`src/rtl/mcy_mutant_sequencer_pkg.sv`:
```
// Shared types for the mutation-coverage miter sequencer: FSM states,
// result record layout and default widths.
package mcy_pkg;

    localparam int unsigned MUTSEL_W_DEF     = 8;
    localparam int unsigned CNT_W_DEF        = 16;
    localparam int unsigned RESET_CYCLES_DEF = 4;

    typedef enum logic [2:0] {
        ST_IDLE,
        ST_CRST,
        ST_RUN,
        ST_REPORT,
        ST_NEXT,
        ST_DONE
    } mcy_seq_state_e;

    typedef struct packed {
        logic [MUTSEL_W_DEF-1:0] mutsel;
        logic                    killed;
        logic [CNT_W_DEF-1:0]    cycle;
    } mcy_res_rec_t;

endpackage

```
`src/rtl/mcy_run_timer.sv`:
```
// Up-counter that restarts at 0 on load and flags when it reaches the loaded
// limit; used for both the core-reset hold and the run budget.
module mcy_run_timer #(
    parameter int unsigned CNT_W = 16
) (
    input  logic             clk_i,
    input  logic             rst_i,
    input  logic             load_i,
    input  logic             en_i,
    input  logic [CNT_W-1:0] limit_i,
    output logic [CNT_W-1:0] count_o,
    output logic             tc_o
);

    logic [CNT_W-1:0] count_q;
    logic [CNT_W-1:0] limit_q;

    always_ff @(posedge clk_i or posedge rst_i) begin
        if (rst_i) begin
            count_q <= '0;
            limit_q <= '0;
        end else if (load_i) begin
            count_q <= '0;
            limit_q <= limit_i;
        end else if (en_i) begin
            count_q <= count_q + CNT_W'(1);
        end
    end

    assign count_o = count_q;
    assign tc_o    = (count_q == limit_q);

endmodule

```
`src/rtl/mcy_mutant_sequencer.sv`:
```
// Steps a mutated core through a range of mutant indices against a reference
// core, emitting one killed/survived record per mutant.
module mcy_mutant_sequencer
    import mcy_pkg::*;
#(
    parameter int unsigned MUTSEL_W     = MUTSEL_W_DEF,
    parameter int unsigned CNT_W        = CNT_W_DEF,
    parameter int unsigned RESET_CYCLES = RESET_CYCLES_DEF
) (
    input  logic                clk_i,
    input  logic                rst_i,
    input  logic                start_i,
    input  logic [MUTSEL_W-1:0] first_mut_i,
    input  logic [MUTSEL_W-1:0] num_mut_i,
    input  logic [CNT_W-1:0]    run_len_i,
    input  logic                mismatch_i,
    output logic [MUTSEL_W-1:0] mutsel_o,
    output logic                core_rst_no,
    output logic                run_active_o,
    output logic                busy_o,
    output logic                done_o,
    output logic                res_valid_o,
    input  logic                res_ready_i,
    output logic [MUTSEL_W-1:0] res_mutsel_o,
    output logic                res_killed_o,
    output logic [CNT_W-1:0]    res_cycle_o,
    output logic [MUTSEL_W-1:0] killed_cnt_o
);

    mcy_seq_state_e state_q, state_d;

    logic [MUTSEL_W-1:0] mutsel_q;
    logic [MUTSEL_W-1:0] rem_q;
    logic [CNT_W-1:0]    run_len_q;
    logic                busy_q;
    logic                done_q;
    logic [MUTSEL_W-1:0] res_mutsel_q;
    logic                res_killed_q;
    logic [CNT_W-1:0]    res_cycle_q;
    logic [MUTSEL_W-1:0] killed_cnt_q;

    logic                tmr_load;
    logic                tmr_en;
    logic [CNT_W-1:0]    tmr_limit;
    logic [CNT_W-1:0]    tmr_count;
    logic                tmr_tc;
    logic                last_mut;

    logic [MUTSEL_W-1:0] first_coerced;
    logic [CNT_W-1:0]    run_len_coerced;

    assign first_coerced   = (first_mut_i == '0) ? MUTSEL_W'(1) : first_mut_i;
    assign run_len_coerced = (run_len_i == '0) ? CNT_W'(1) : run_len_i;
    // Never wrap past the top index, even if the requested count runs beyond it.
    assign last_mut        = (rem_q == MUTSEL_W'(1)) || (mutsel_q == '1);
    assign tmr_en          = (state_q == ST_CRST) || (state_q == ST_RUN);

    mcy_run_timer #(
        .CNT_W(CNT_W)
    ) u_timer (
        .clk_i  (clk_i),
        .rst_i  (rst_i),
        .load_i (tmr_load),
        .en_i   (tmr_en),
        .limit_i(tmr_limit),
        .count_o(tmr_count),
        .tc_o   (tmr_tc)
    );

    always_ff @(posedge clk_i or posedge rst_i) begin
        if (rst_i) begin
            state_q <= ST_IDLE;
        end else begin
            state_q <= state_d;
        end
    end

    always_comb begin
        state_d   = state_q;
        tmr_load  = 1'b0;
        tmr_limit = CNT_W'(RESET_CYCLES - 1);
        unique case (state_q)
            ST_IDLE: begin
                if (start_i) begin
                    tmr_load = 1'b1;
                    state_d  = (num_mut_i == '0) ? ST_DONE : ST_CRST;
                end
            end
            ST_CRST: begin
                if (tmr_tc) begin
                    tmr_load  = 1'b1;
                    tmr_limit = run_len_q - CNT_W'(1);
                    state_d   = ST_RUN;
                end
            end
            ST_RUN: begin
                if (mismatch_i || tmr_tc) begin
                    state_d = ST_REPORT;
                end
            end
            ST_REPORT: begin
                if (res_ready_i) begin
                    state_d = ST_NEXT;
                end
            end
            ST_NEXT: begin
                if (last_mut) begin
                    state_d = ST_DONE;
                end else begin
                    tmr_load = 1'b1;
                    state_d  = ST_CRST;
                end
            end
            ST_DONE: begin
                state_d = ST_IDLE;
            end
            default: begin
                state_d = ST_IDLE;
            end
        endcase
    end

    always_ff @(posedge clk_i or posedge rst_i) begin
        if (rst_i) begin
            mutsel_q     <= '0;
            rem_q        <= '0;
            run_len_q    <= '0;
            busy_q       <= 1'b0;
            done_q       <= 1'b0;
            res_mutsel_q <= '0;
            res_killed_q <= 1'b0;
            res_cycle_q  <= '0;
            killed_cnt_q <= '0;
        end else begin
            done_q <= 1'b0;
            unique case (state_q)
                ST_IDLE: begin
                    if (start_i) begin
                        run_len_q    <= run_len_coerced;
                        rem_q        <= num_mut_i;
                        killed_cnt_q <= '0;
                        busy_q       <= 1'b1;
                        if (num_mut_i != '0) begin
                            mutsel_q <= first_coerced;
                        end
                    end
                end
                ST_RUN: begin
                    if (mismatch_i) begin
                        res_mutsel_q <= mutsel_q;
                        res_killed_q <= 1'b1;
                        res_cycle_q  <= tmr_count;
                        if (killed_cnt_q != '1) begin
                            killed_cnt_q <= killed_cnt_q + MUTSEL_W'(1);
                        end
                    end else if (tmr_tc) begin
                        res_mutsel_q <= mutsel_q;
                        res_killed_q <= 1'b0;
                        res_cycle_q  <= run_len_q;
                    end
                end
                ST_NEXT: begin
                    rem_q <= rem_q - MUTSEL_W'(1);
                    if (!last_mut) begin
                        mutsel_q <= mutsel_q + MUTSEL_W'(1);
                    end
                end
                ST_DONE: begin
                    done_q   <= 1'b1;
                    busy_q   <= 1'b0;
                    mutsel_q <= '0;
                end
                default: begin
                end
            endcase
        end
    end

    assign mutsel_o     = mutsel_q;
    assign core_rst_no  = (state_q == ST_RUN);
    assign run_active_o = (state_q == ST_RUN);
    assign busy_o       = busy_q;
    assign done_o       = done_q;
    assign res_valid_o  = (state_q == ST_REPORT);
    assign res_mutsel_o = res_mutsel_q;
    assign res_killed_o = res_killed_q;
    assign res_cycle_o  = res_cycle_q;
    assign killed_cnt_o = killed_cnt_q;

endmodule

```
`config.mk`:
```
export PLATFORM = sky130hd
export DESIGN_NAME = mcy_mutant_sequencer
export DESIGN_NICKNAME = d
export VERILOG_FILES = /design/src/rtl/mcy_mutant_sequencer_pkg.sv /design/src/rtl/mcy_run_timer.sv /design/src/rtl/mcy_mutant_sequencer.sv
export SDC_FILE = /design/constraint.sdc
export NUM_CORES = 1
export LEC_CHECK = 0
export CAP_MARGIN = 20
export CORE_MARGIN = 2
export CORE_UTILIZATION = 40
export CTS_CLUSTER_SIZE = 20
export DETAILED_ROUTE_END_ITERATION = 8
export SYNTH_ARGS = -nofsm -noshare
export SYNTH_HDL_FRONTEND = slang
export SYNTH_SLANG_ARGS = --single-unit
export TNS_END_PERCENT = 30
```
`constraint.sdc`:
```
create_clock -name clk_i -period 5.1 [get_ports clk_i]
set_input_delay 1.02 -clock clk_i [delete_from_list [all_inputs] [get_ports clk_i]]
set_output_delay 1.02 -clock clk_i [all_outputs]
set_load 0.02 [all_outputs]
```
Word-level counts from Yosys, hierarchy flattened:

Cells that the tools add are included.

* input port bits: 37
* word-level logic and storage cells: 91
* register bits after elaboration: 102
* output and inout bits: 46

* reduce and logical (&&, ||, !) cells: 21
* add/sub/neg operators: 5
* muxes and demuxes: 36
* equality and inequality tests: 17

Operator list (count)
* $mux 16: 7
* $mux 8: 10
* $pmux 8 s2: 2
* $pmux 8 s3: 1
* $mux 3: 6
* $add 16x1->16 const B: 1
* $add 8x1->8 const B: 2
* $eq 16x16->1: 1
* $logic_not 16->1: 1
* $logic_not 8->1: 2
* $sub 16x1->16 const B: 1
* $pmux 3 s5: 1
* $reduce_and 4->1: 3
* $ne 2x2->1 const B: 5
* $reduce_bool 2->1: 5
* $eq 8x1->1 const B: 1
* $eq 8x8->1 const B: 1
* $ne 8x8->1 const B: 1
* $reduce_and 2->1: 4
* $reduce_bool 8->1: 1
* $sub 8x1->8 const B: 1
* $mux 1: 7
* $eq 3x2->1 const B: 2
* $eq 3x3->1 const B: 2
* other kinds (7): 11

Depth between registers and ports, before layout:

Gate-level depths: netlist of run 1.

* depth after elaboration: 5
* depth in mapped cells: 8
* depth with buffers taken out: 7

Cells and area by module:

A second synthesis of run 1 with hierarchy kept.

* cells, all modules: 562
* area, all modules: 5509.0 um2

Modules (own cells, without submodules)
* mcy_mutant_sequencer: cells each 421, seq. area each 1751.7 um2, times used 1, area each 3898.7 um2
* mcy_run_timer: cells each 141, seq. area each 800.8 um2, times used 1, area each 1610.3 um2

Worst setup path after synthesis of run 1:

OpenSTA, ideal clock, no wires.

* path type: reg-to-output
* start point: reg state_q[2]
* end point: out run_active_o
* setup slack: 2112 ps
* path buffers: 4
* data required time: 4080 ps
* arrival: 1968 ps
* cell stages (with the launch flop): 7
* cells stage by stage: dfrtp_1 > buf_6 > or3b_2 > clkbuf_1 > clkinv_1 > buf_1 > buf_4

* word-level cells in the longest chain between the ends: 1

Ends and longest elaborated chain
* start: declaration: line mcy_mutant_sequencer.sv:30 `mcy_seq_state_e state_q, state_d;`
* start signal: assignment: line mcy_mutant_sequencer.sv:74 `state_q <= state_d;`
* $eq 3x2->1
* end: declaration: line mcy_mutant_sequencer.sv:19 `output logic run_active_o,`

Every way passes these cells.

Worst setup path after layout of run 1:

* start point: reg state_q[1]
* end point: out core_rst_no

* word-level cells in the longest chain between the ends: 1

Ends and longest elaborated chain
* $eq 3x2->1: line mcy_mutant_sequencer.sv:180 `assign core_rst_no = (state_q == ST_RUN);`
* end: declaration: line mcy_mutant_sequencer.sv:18 `output logic core_rst_no,`

Every way passes these cells.

==> results.md, run 1 <==
Critical path:
- The arrival time at the worst endpoint is 2770 ps.
- The critical path goes through or3b_2, clkinv_1, clkdlybuf4s50_1.
- The type of destination of the critical path is an output pin.
- The slack of the worst reg-to-reg path is 2050 ps.
- The maximum fanout count along the critical path is 20.
- In this run the critical register-to-register path is captured at u_timer.limit_q[9].
- The end point of the critical path is core_rst_no.
- The number of buffers and inverters on the critical path is 2.
- The worst setup path is launched from a flip-flop.
- The most critical setup path has its startpoint at state_q[1].
- The worst endpoint required time is 4080 ps.
- In this run the number of cells on the critical path is 3.
- The kind of cell with the highest combined delay along the critical path is buffers and inverters.
- The worst register-to-register path has a depth of 6.
- The startpoint identified for the worst register-to-register timing path is u_timer.count_o[9].
- The largest single stage delay on the critical path is 690 ps.
- The critical path is of the reg -> out type.
- The slowest cell on the critical path is sky130_fd_sc_hd__clkdlybuf4s50_1.

GRT:
- The initial antenna violation count is 0.
- The pin count of the biggest net entering global routing is 79.
- The via count of the first global-routing pass is 4562.
- The remaining global-route overflow is 0.
- The busiest metal layer after global routing is met2.
- The first-pass GRT wire length is 23600 um.
- Global routing consumed, on the met3 layer, 4.81% of the routing resources.
- Global routing consumed, over all layers together, 20.7% of the routing resources.
- Global routing used 34.5% of the available met2 tracks.
- The met1 global-route usage is 26.5%.

Clocking:
- Clock-pin slew was measured on the worst setup and hold paths at 70 ps.
- The clock tree from TritonCTS is built.
- The number of buffers inserted for hold repair after clock tree synthesis is 0.
- At the later pin of the worst-skew pair, clock insertion delay measures 360 ps.
- The H-tree was split into 3 levels.
- The cell sitting at the root of the clock tree is a sky130_fd_sc_hd__clkbuf_16.
- The count of clock tree sinks is 102.
- Gates resized during post-CTS repair numbered 0.
- The CTS buffer count is 9.
- Post-CTS timing repair inserted 0 buffers for setup.
- The clock passes through at most 2 buffers.

Power:
- Across the VDD grid, the largest voltage drop is 0.000208 V.
- The static leakage is 0.00295 uW.
- The power density over the cells is 341 nW/um2.

Yosys:
- Counting every net in the synthesized netlist gives 607.
- The number of enable-type register cells in the synthesized netlist is 0.
- The leading cell type by number of instances after synthesis is sky130_fd_sc_hd__dfrtp_1.
- After synthesis, the cell types taking the most area are sky130_fd_sc_hd__dfrtp_1 (47%), sky130_fd_sc_hd__nand2_1 (5.9%), sky130_fd_sc_hd__xor2_1 (5.0%), sky130_fd_sc_hd__mux2i_1 (3.5%), sky130_fd_sc_hd__xnor2_1 (3.2%).
- Among all flip-flop cells after synthesis, the most frequent one is sky130_fd_sc_hd__dfrtp_1.
- The post-synthesis area per instance is 9.68 um2.
- The post-synthesis async set-or-reset flop share is 100%.
- The area fraction of the dominant cell type after synthesis is 46.8%.
- Ranked by instance count, the synthesized netlist is headed by sky130_fd_sc_hd__dfrtp_1 (102), sky130_fd_sc_hd__nand2_1 (86), sky130_fd_sc_hd__nor2_1 (41).
- The total standard cell area after synthesis is 5460 um2.
- The count of synthesis-stage warnings from yosys is 0.
- After technology mapping, the gate count stands at 564.
- The biggest area contributor in the post-synthesis netlist is sky130_fd_sc_hd__dfrtp_1.
- For this run, the register share of the synthesized area comes to 46.8%.
- Synthesis instantiated 60 different standard cells from the library.
- The number of storage elements in the synthesis netlist is 102.

Final layout:
- The post-layout instance count excluding filler cells is 810.
- The net count of the finished layout is 672.
- Measured on the finished design, the core utilization comes to 50.5%.
- The proportion of layout cells with a drive suffix above 1 is 9.94%.
- Counting the fill cells in the layout gives 1237.
- The post-synthesis to final-layout area growth is 23.0%.
- The repair_antennas step left the layout with diodes totalling 0.

Timing:
- Setup violations remaining at the end of the flow were counted as 0.
- Setup repair after global routing left no endpoint under its margin.
- Once routing completed, OpenROAD measured the worst setup slack at 1310 ps.
- The max-slew violation total from the final report came to 0.
- For the finished layout, the period the worst path requires is 3790 ps.
- The final number of hold-violating endpoints is 0.
- Setup total negative slack on the finished layout was measured at 0 ps.
- For this run, the top clock speed supported by timing is 0.264 GHz.
- The max-slew headroom at the worst pin is 23.3%.
- At the pin with the least slew margin, the transition time is 1140 ps.
- The worst-case clock skew is 7.05 ps.
- In the finished design, the share of the clock period the worst path needs comes to 74.3%.
- The final hold slack is 497 ps.

Min path:
- The worst min-delay path startpoint is res_mutsel_o[6].
- The kind of path behind the tightest hold check is reg -> reg.

Die:
- Measured along the x axis, the die boundary spans 121 um.
- The die covers 14600 um2.
- The boundary pin count is 83.
- The die is 121 um tall.
- The floorplan has 42 rows.
- The floorplan step defined a core boundary enclosing 13300 um2.
- The initial utilization of the core area, before any placement, comes to 41.1%.

Placement:
- The worst setup slack after placement is 1460 ps.
- The total half-perimeter wirelength after legalization and detailed placement is 10000 um.
- Routability-driven placement finished with a final weighted congestion of 0.817.
- Including well taps, the total number of placed cells is 793.
- The number of buffer cells added on primary ports is 82.

Detailed routing:
- The mean number of vias per cell is 5.46.
- The detailed router finished its first iteration with 241 violations.
- The average routed wire per standard cell is 17.4 um.
- Wires add up to 14100 um.
- The detailed router placed 4421 vias in this run.
- In the routed design, unresolved DRC markers number 0.
- The final antenna-violating net count is 0.
- For this run, the detailed router's first-pass iteration total came to 4.

Flow run:
- The max-capacitance violation count is 0.

Run status:
- The run finished with clean final reports.
-- power breakdown --
| part | switching, uW | internal (uW) |
|---|---|---|
| Clock | 320 | 382 |
| Sequential | 172 | 926 |
| Combinational | 253 | 232 |
-- registers in the layout, indices dropped and copies added, names as in the netlist --
| register | cells |
|---|---|
| state_q | 3 |
| u_timer.count_o | 16 |
| rem_q | 8 |
| run_len_q | 16 |
| killed_cnt_o | 8 |
| res_mutsel_o | 8 |
| res_cycle_o | 16 |
| done_o | 1 |
| busy_o | 1 |
| res_killed_o | 1 |
| mutsel_o | 8 |
| u_timer.limit_q | 16 |
-- cell type report --
| type | instances | area [um2] | share of cell area [%] |
|---|---|---|---|
| inverters | 15 | 58.8 | 0.876 |
| repair buffers | 87 | 878 | 13.1 |
| clock inverters | 7 | 72.6 | 1.08 |
| clock buffers | 9 | 225 | 3.35 |
| flip-flops and latches | 102 | 2550 | 38.0 |
| well taps | 176 | 220 | 3.28 |
| multi-input cells | 414 | 2710 | 40.3 |
-- cell usage in the layout (no fill, tap or decap), types with 5 or more instances in the layout --
master / synthesis / layout
sky130_fd_sc_hd__clkdlybuf4s50_1: 0 / 82
sky130_fd_sc_hd__nand4_1: 6 / 6
sky130_fd_sc_hd__o22ai_1: 17 / 17
sky130_fd_sc_hd__a31oi_1: 5 / 5
sky130_fd_sc_hd__o21ai_0: 23 / 23
sky130_fd_sc_hd__a2bb2oi_1: 12 / 12
sky130_fd_sc_hd__nor4_1: 15 / 15
sky130_fd_sc_hd__a21oi_1: 19 / 18
sky130_fd_sc_hd__xor2_1: 31 / 31
sky130_fd_sc_hd__dfrtp_1: 102 / 102
sky130_fd_sc_hd__clkbuf_16: 0 / 9
sky130_fd_sc_hd__nand3_1: 13 / 13
sky130_fd_sc_hd__and3_1: 7 / 7
sky130_fd_sc_hd__nor3_1: 11 / 11
sky130_fd_sc_hd__or2_2: 16 / 16
sky130_fd_sc_hd__mux2i_1: 19 / 19
sky130_fd_sc_hd__nor2_1: 41 / 41
sky130_fd_sc_hd__ha_1: 6 / 6
sky130_fd_sc_hd__nand2_1: 86 / 86
sky130_fd_sc_hd__xnor2_1: 20 / 20
sky130_fd_sc_hd__inv_1: 14 / 13
sky130_fd_sc_hd__nor3_2: 5 / 5
-- per-stage QoR --
step	instance area (um2)	total power [uW]
2_1_floorplan	5460	1370
3_3_place_gp	6390	1580
3_5_place_dp	6390	1600
4_1_cts	6690	2310
5_1_grt	6720	2420
6_report	6720	2290
-- logic make-up (layout without fill, tap and decap cells) --
logic type | after synthesis | after routing | share of synthesized area (%)
AND/OR/NAND/NOR | 232 | 232 | 22.6
buffers and inverters | 48 | 118 | 3.85
AO/OA/AOI/OAI | 97 | 97 | 11.6
flip-flops | 102 | 102 | 46.8
XOR/XNOR | 51 | 51 | 8.18
adder cells (fa/ha/maj) | 6 | 6 | 1.38
multiplexers | 28 | 28 | 5.55
-- layer usage --
metal  routed length (um)  part of all wire, %  vias to the layer above
li1                     -                    -                     2115
met1                 6220                   44                     2197
met2                 7050                   50                       90
met5                    0                    0                        -
met4                  280                  2.0                        0
met3                  554                  3.9                       19
-- how the worst min path moves through the flow --
stage          slack [ps]  depth (start not counted)              end
6_report              500                          1  res_mutsel_o[6]
5_1_grt               530                          1  res_mutsel_o[6]
4_1_cts               510                          1  res_mutsel_o[6]
3_5_place_dp          480                          1  res_mutsel_o[6]
3_3_place_gp          480                          1  res_mutsel_o[0]
2_1_floorplan         480                          1         rem_q[7]
No activity file was read; power rests on OpenSTA's default activity.
==> run 2, diff against run 1 <==
- clock period: 5.1 -> 4 ns (I/O delays scaled with it)
==> results.md, run 2 (same netlist as run 1, synthesis figures left out) <==
Min path:
- The kind of path behind the tightest hold check is reg -> reg.

Detailed routing:
- After detailed routing, the number of vias per cell comes to 5.50.
- The count of nets left with antenna violations once routing finished came out at 0.
- The count of TritonRoute iterations in the first routing pass is 4.
- Dividing the detail-routed wire length by the instance count gives 17.5 um.
- The via total after detailed routing is 4478.
- The total wirelength of the detailed-routed design is 14200 um.
- The count of unresolved DRC violations after routing is 0.
- After the first detailed-routing iteration, the DRC count stood at 234.

Timing:
- The final number of hold-violating endpoints is 0.
- The max-slew violation total from the final report is 0.
- The transition at the pin with the smallest max-transition slack is 1100 ps.
- The max-slew headroom at the worst pin is 26.3%.
- The final setup violation count is 0.
- The clock period could shrink to 3370 ps.
- The final hold slack is 492 ps.
- Dividing the final minimum period by the clock period gives 84.3%.
- The achievable frequency is 0.297 GHz.
- The setup total negative slack is 0 ps.
- Setup repair after global routing left no endpoint under its margin.
- The worst-case clock skew is 7.62 ps.

Critical path:
- The maximum fanout count along the critical path is 17.
- The slack of the worst reg-to-reg path is 1330 ps.
- The arrival time at the worst endpoint is 2570 ps.
- The worst setup path is captured at an output pin.
- The kind of critical path is reg -> out.
- The startpoint type of the worst setup path is a flip-flop.
- At the worst endpoint, the required time is 3200 ps.

GRT:
- The via count of the first global-routing pass is 4536.
- The remaining global-route overflow is 0.
- The global router's overall resource usage is 20.5%.
- The first global-routing pass estimated 23400 um of wire.
- Entering global routing, the biggest net connects 55 pins.
- The initial antenna violation count was 0.

Placement:
- The number of buffer cells added on primary ports is 82.
- The wire-length estimate of the detail-placed layout is 9960 um.
- At the end of routability-driven placement, the weighted congestion stood at 0.850.

Die:
- The total die area is 14600 um2.
- The boundary pin count is 83.
- In this run the horizontal extent of the chip is 121 um.
- Once the floorplan was initialized, standard cells occupied 41.1% of the core.
- The die height is 121 um.
- The floorplan has 42 rows.
- The total area inside the core boundary comes to 13300 um2.

Flow run:
- The max-capacitance violation count is 0.

Clocking:
- The count of buffers added by post-CTS timing repair for setup is 0.
- The clock tree from TritonCTS is built.
- The number of buffers inserted for hold repair after clock tree synthesis is 0.
- In this run the number of H-tree levels came out at 3.
- The clock root buffer is sky130_fd_sc_hd__clkbuf_16.
- The insertion delay of the later-clocked pin in the worst-skew pair is 360 ps.
- Clock-pin slew was measured on the worst setup and hold paths at 70 ps.
- The CTS buffer count is 9.
- The longest clock path from root to sink contains 2 buffers.
- CTS saw 102 sinks.
- Post-CTS repair changed the size of 0 cells.

Run status:
- The run finished with clean final reports.

Final layout:
- The proportion of layout cells with a drive suffix above 1 is 10.5%.
- The library cell used most frequently in the layout, excluding fill and tap cells, is sky130_fd_sc_hd__dfrtp_1.
- Compared with the post-synthesis result, the final layout area differs by 23.2%.
- The count of antenna diodes in the layout is 0.
- The total number of nets in the final design is 676.
- The library cells used most frequently in the layout, excluding fill and tap cells, are sky130_fd_sc_hd__dfrtp_1 (102), sky130_fd_sc_hd__nand2_1 (86), sky130_fd_sc_hd__clkdlybuf4s50_1 (82).

Power:
- Combinational logic is responsible for 21.5% of the overall power.
- The power density over the cells is 424 nW/um2.
- The net switching power of the design is 936 uW.
- The part of the total power dissipated in sequential elements is 49.0%.
- The switching power as a share of total power is 32.8%.
- IR analysis of the VDD net gives a maximum drop of 0.000259 V.
- Cell internal power was estimated by the tool at 1920 uW.
- Summed over all cells, the static leakage comes to 0.00296 uW.
- The clock network burns 29.5% of the power.
-- run 2: cell types whose count changed in the layout (fill, tap and decap cells not counted), sizes merged --
cell / before / now
clkbuf: 9 / 10
bufinv: 1 / 0
clkinvlp: 2 / 4
buf: 5 / 9
inv: 16 / 14
-- run 2: worst paths after layout --
| check | from | to | cells past startpoint |
|---|---|---|---|
| max in group asynchronous | rst_i | res_cycle_o[3] | 3 |
| worst min-delay path | res_mutsel_o[6] | res_mutsel_o[6] | 1 |
| worst max register to register | rem_q[3] | u_timer.count_o[1] | 5 |
| min in group asynchronous | rst_i | res_mutsel_o[0] | 2 |
| worst min register to register | res_mutsel_o[6] | res_mutsel_o[6] | 1 |
| worst max-delay path | state_q[1] | run_active_o | 3 |
-- run 2: critical path: stages, from the launching register on --
cell	delay [ps]
sky130_fd_sc_hd__dfrtp_1	670
sky130_fd_sc_hd__or3b_2	670
sky130_fd_sc_hd__clkinv_1	240
sky130_fd_sc_hd__clkdlybuf4s50_1	640
-- run 2: through the flow --
stage | instance area, um2 | cells | util (%) | setup WS [ps] | power (uW)
6_report | 6730 | 814 | 50.6 | 628 | 2850
5_1_grt | 6730 | 814 | 50.6 | 485 | 3020
4_1_cts | 6730 | 814 | 50.6 | 626 | 2870
3_5_place_dp | 6440 | 798 | 48.4 | 1010 | 2030
3_3_place_gp | 6440 | 798 | 48.4 | 1080 | 2010
2_1_floorplan | 5460 | 564 | - | 525 | 1750
-- run 2: area by class of cell --
type                       instances  area, um2
multi-input combinational        414       2710
clock buffer                      10        239
fill                            1219       6570
tap                              176        220
clock inverter                     6       47.5
inverter                          15       58.8
timing repair buffer              91        901
sequential                       102       2550
-- run 2: power groups by stage --
stage	Clock [uW]	Combinational, uW	Sequential, uW
after floorplan	0	357	1390
after global placement	0	602	1410
after detailed placement	0	617	1410
after CTS	861	618	1400
after global routing	908	678	1430
final	842	613	1400
-- run 2: per-layer routing --
layer	part of all wire (%)	global-route usage [%]	up-vias
met3	4.3	5.00	19
met4	2.3	6.90	0
met2	49	33.9	111
met5	0	0	-
li1	-	-	2133
met1	44	26.4	2215
==> patch 1 (settings of run 2) <==
Set the package constant `MUTSEL_W_DEF` to 6 (it was 8).
--- a/src/rtl/mcy_mutant_sequencer_pkg.sv
+++ b/src/rtl/mcy_mutant_sequencer_pkg.sv
@@ -2,7 +2,7 @@
 // result record layout and default widths.
 package mcy_pkg;
 
-    localparam int unsigned MUTSEL_W_DEF     = 8;
+    localparam int unsigned MUTSEL_W_DEF     = 6;
     localparam int unsigned CNT_W_DEF        = 16;
     localparam int unsigned RESET_CYCLES_DEF = 4;
 
Interface: changed (5 resized); port bits go from 83 to 73. The function was not compared with the original's and may differ.
==> patch 1 against run 2 <==
- routed wire length down 15%
- sequential cell count fell by 8
- power increased by 14%
- clock skew is 0.00096 ns lower
- sequential share of layout area is 1.0 points higher
- final cell count down 9.5%
- largest power group unchanged
- worst hold slack better by 0.011 ns
- cell area is 10% lower
- worst setup slack worse by 0.029 ns
- synthesized area down 10%
==> patch 1: results (changes against run 2) <==
Setup path
  – Crit-path max cell delay: 0.69 ns (+0.02 ns)
  – Critical path destination: core_rst_no
  – Crit path max fanout: 18 (+1)
  – R2r endpoint: mutsel_o[3]$_DFFE_PP0P_
  – Critical Path AT: 2.60 ns (+0.03 ns)
  – Critical R2R Launch: state_q[2]$_DFFE_PP0P_

Yosys
  – Yosys cell types: 54 (-10%)
  – Main area contributors after synthesis: dfrtp_1 (48%), nand2_1 (7.3%), xor2_1 (5.7%)
  – Synth Net Count: 564 (-7.1%)
  – Post-synthesis compound-gate area fraction: 0.117 (+0.000436)
  – Top cells by count, synth: nand2_1 (95), dfrtp_1 (94), nor2_1 (43)
  – Adder-Cell Fraction of Synth Area: 0.0153 (+0.00156)
  – Mux contribution to synthesized area: 0.0444 (-0.0111)

Detailed routing
  – Routed met3 length: 630 um (+4.0%)
  – Iteration-0 DRC Markers: 231 (-1.3%)
  – Vias: 3,986 (-11%)
  – WL met1: 5840 um (-7.0%)
  – First-pass detailed-route iteration total: 5 (+1)

Min path
  – Hold endpoint: res_mutsel_o[1]$_DFFE_PP0P_

Final layout
  – Share of cells above drive strength 1: 0.0695 (-0.0355)
  – Nets: 624 (-7.7%)

Place
  – Final Wtd Congestion: 0.859 (+1.1%)
  – DP Area: 5740 um^2 (-11%)
  – Post-DP HPWL: 8690 um (-13%)
  – # port buffers: 72 (-12%)

STA
  – Hold WS: 0.503 ns (+0.0111 ns)
  – Slew @ Worst Pin: 1.05 ns (-0.0490 ns)

GRT
  – Vias in the first global route: 3,925 (-13%)
  – Largest net degree at the start of global routing: 50 (-9.1%)
  – First-pass GRT wire length: 20,100 um (-14%)

Clock network
  – Clock Latency Late Sink: 0.34 ns (-0.02 ns)

Run status
  – Outcome: completed
[patch 1: per-layer routing]
metal | vias up | global-route usage
met5 | - | 0
met3 | 9 | 0.0482
li1 | 1941 | -
met1 | 1944 | 0.287
met2 | 92 | 0.290
met4 | 0 | 0.0586
[patch 1: power breakdown]
part           internal (W)  leakage (nW)  switching [W]
registers           0.00120          1.17       0.000342
clock network      0.000502         0.144       0.000353
logic              0.000423          1.52       0.000443
[patch 1: per-stage QoR]
step / instances / power, W
global route: 737 / 0.00347
CTS: 736 / 0.00328
global placement: 720 / 0.00240
floorplan: 525 / 0.00208
finish: 737 / 0.00326
detailed placement: 720 / 0.00242
[patch 1: worst max-delay path, delay by kind of cell, from the launching register on]
kind                   cells  cell delay [ns]
buffers and inverters      2             1.06
flip-flops                 1             0.69
AND/OR/NAND/NOR            1             0.50
[patch 1: area by class of cell]
class / instances / area (um^2)
multi-input combinational: 388 / 2370
sequential: 94 / 2350
tap: 147 / 184
fill: 1123 / 5970
clock buffer: 13 / 250
inverter: 13 / 50.0
timing repair buffer: 79 / 786
clock inverter: 3 / 43.8
[patch 1: cell families after synthesis]
kind of cell               count (synthesis)
buffers and inverters                     43
AOI/OAI and AO/OA                         85
xor gates and xnor gates                  47
adders and majority gates                  6
and+or+nand+nor                          229
DFF                                       94
muxes                                     21
==> patch 2 (config.mk and constraints of run 2) <==
Made on the original files. Make the reset (`rst_i`) synchronous in 3 clocked blocks.
--- a/src/rtl/mcy_run_timer.sv
+++ b/src/rtl/mcy_run_timer.sv
@@ -15,7 +15,7 @@
     logic [CNT_W-1:0] count_q;
     logic [CNT_W-1:0] limit_q;
 
-    always_ff @(posedge clk_i or posedge rst_i) begin
+    always_ff @(posedge clk_i) begin
         if (rst_i) begin
             count_q <= '0;
             limit_q <= '0;
--- a/src/rtl/mcy_mutant_sequencer.sv
+++ b/src/rtl/mcy_mutant_sequencer.sv
@@ -67,7 +67,7 @@
         .tc_o   (tmr_tc)
     );
 
-    always_ff @(posedge clk_i or posedge rst_i) begin
+    always_ff @(posedge clk_i) begin
         if (rst_i) begin
             state_q <= ST_IDLE;
         end else begin
@@ -120,7 +120,7 @@
         endcase
     end
 
-    always_ff @(posedge clk_i or posedge rst_i) begin
+    always_ff @(posedge clk_i) begin
         if (rst_i) begin
             mutsel_q     <= '0;
             rem_q        <= '0;
Function: differs if rst_i is asserted again (counterexample within 4 cycles, from zero or initial values and one cycle with rst_i high); with rst_i held inactive, the same outputs for 10 cycles.
==> patch 2 against run 2 <==
- routed wire length shrank 4.6%
- synthesized area fell by 4.7%
- sequential cell count stayed put
- worst hold slack got worse by 0.016 ns
- non-clock buffer count unchanged
- highest routed layer unchanged
- critical endpoint unchanged
- worst setup slack got worse by 0.024 ns
- register-to-register slack got worse by 0.21 ns
- cell area decreased by 5.0%
- critical path type unchanged
- first-iteration DRC count grew 99%
Power is not compared: it rests on default switching activity, and its combinational part moved more than twofold at a synthesized area within 25%.
==> patch 2: results (changes against run 2) <==
Yosys
  – Asr flop ratio synth: 0 (-1.00)
  – Ys flop type: dfxtp_1
  – Main area contributors after synthesis: dfxtp_1 (39%), a21oi_1 (6.3%), xnor2_1 (6.2%)
  – Yosys cell types: 65 (+8.3%)
  – Synth Net Count: 670 (+10%)
  – Top cells by count, synth: dfxtp_1 (102), nand2_1 (72), a21oi_1 (65)
  – Sequential fraction of the synthesis area: 0.393 (-0.0750)

Setup path
  – R2R depth: 7 (+2)
  – CP max-delay cell: clkdlybuf4s50_1
  – Critical Path AT: 2.60 ns (+0.03 ns)

GRT
  – First-pass GRT wire length: 22,400 um (-4.3%)
  – Vias in the first global route: 4,394 (-3.1%)

Place
  – Post-DP HPWL: 9910 um (-0.44%)
  – DP Worst Slack: 0.692 ns (-0.320 ns)
  – Final Wtd Congestion: 0.890 (+4.8%)

Final layout
  – Share of cells above drive strength 1: 0.0596 (-0.0454)
  – Register area: 2040 um^2 (-20%)
  – Nets: 728 (+7.7%)
  – Fill count: 1,273 (+4.4%)

STA
  – Slew HR: 0.330 (+0.0668)
  – Clock skew: 0.00525 ns (-0.00236 ns)
  – Fin crit share: 0.849 (+0.00601)

Detailed routing
  – Iteration-0 DRC Markers: 466 (+99%)
  – Average wire per standard cell: 15.8 um (-9.7%)
  – Drt via density: 5.55 (+0.97%)
  – First-pass detailed-route iteration total: 5 (+1)

Run status
  – Outcome: completed

Min path
  – HP Start: u_timer.limit_q[8]$_SDFFE_PP0P_
  – Hold depth: 2 (+1)
-- patch 2: kinds of logic (layout without fill, tap and decap cells) --
| kind of cell | count (synthesis) | in the layout | synth area share |
|---|---|---|---|
| buffers and inverters | 52 | 113 | 0.0399 |
| XOR/XNOR | 51 | 51 | 0.0859 |
| flip-flops | 102 | 102 | 0.393 |
| AO/OA/AOI/OAI | 163 | 163 | 0.204 |
| AND/OR/NAND/NOR | 235 | 235 | 0.229 |
| adder cells (fa/ha/maj) | 6 | 6 | 0.0144 |
| multiplexers | 18 | 18 | 0.0349 |
-- patch 2: layer usage --
metal | share of wire | track usage | vias up
met3 | 0.054 | 0.0291 | 12
met4 | 0.013 | 0.0685 | 0
met2 | 0.42 | 0.281 | 134
met1 | 0.51 | 0.292 | 2217
li1 | - | - | 2414
met5 | 0 | 0 | -
-- patch 2: final cells by class --
cell class | count | share of cell area
multi-input cells | 473 | 0.464
clock buffers | 13 | 0.0391
repair buffers | 91 | 0.138
flip-flops and latches | 102 | 0.319
clock inverters | 1 | 0.00117
well taps | 172 | 0.0337
inverters | 8 | 0.00470
-- patch 2: metrics by stage --
stage	hold WS, ns	cells	total power, W
floorplan	0.448	627	0.00256
global placement	0.466	846	0.00303
detailed placement	0.467	846	0.00306
CTS	0.476	860	0.00385
global route	0.505	860	0.00410
finish	0.476	860	0.00383
-- patch 2: worst reg2reg max path: cells and delay by family (launching register included) --
kind	cells	cell delay [ns]
AOI/OAI and AO/OA	2	0.61
xor gates and xnor gates	1	0.16
buffers and inverters	2	0.66
DFF	1	0.66
and+or+nand+nor	2	0.68
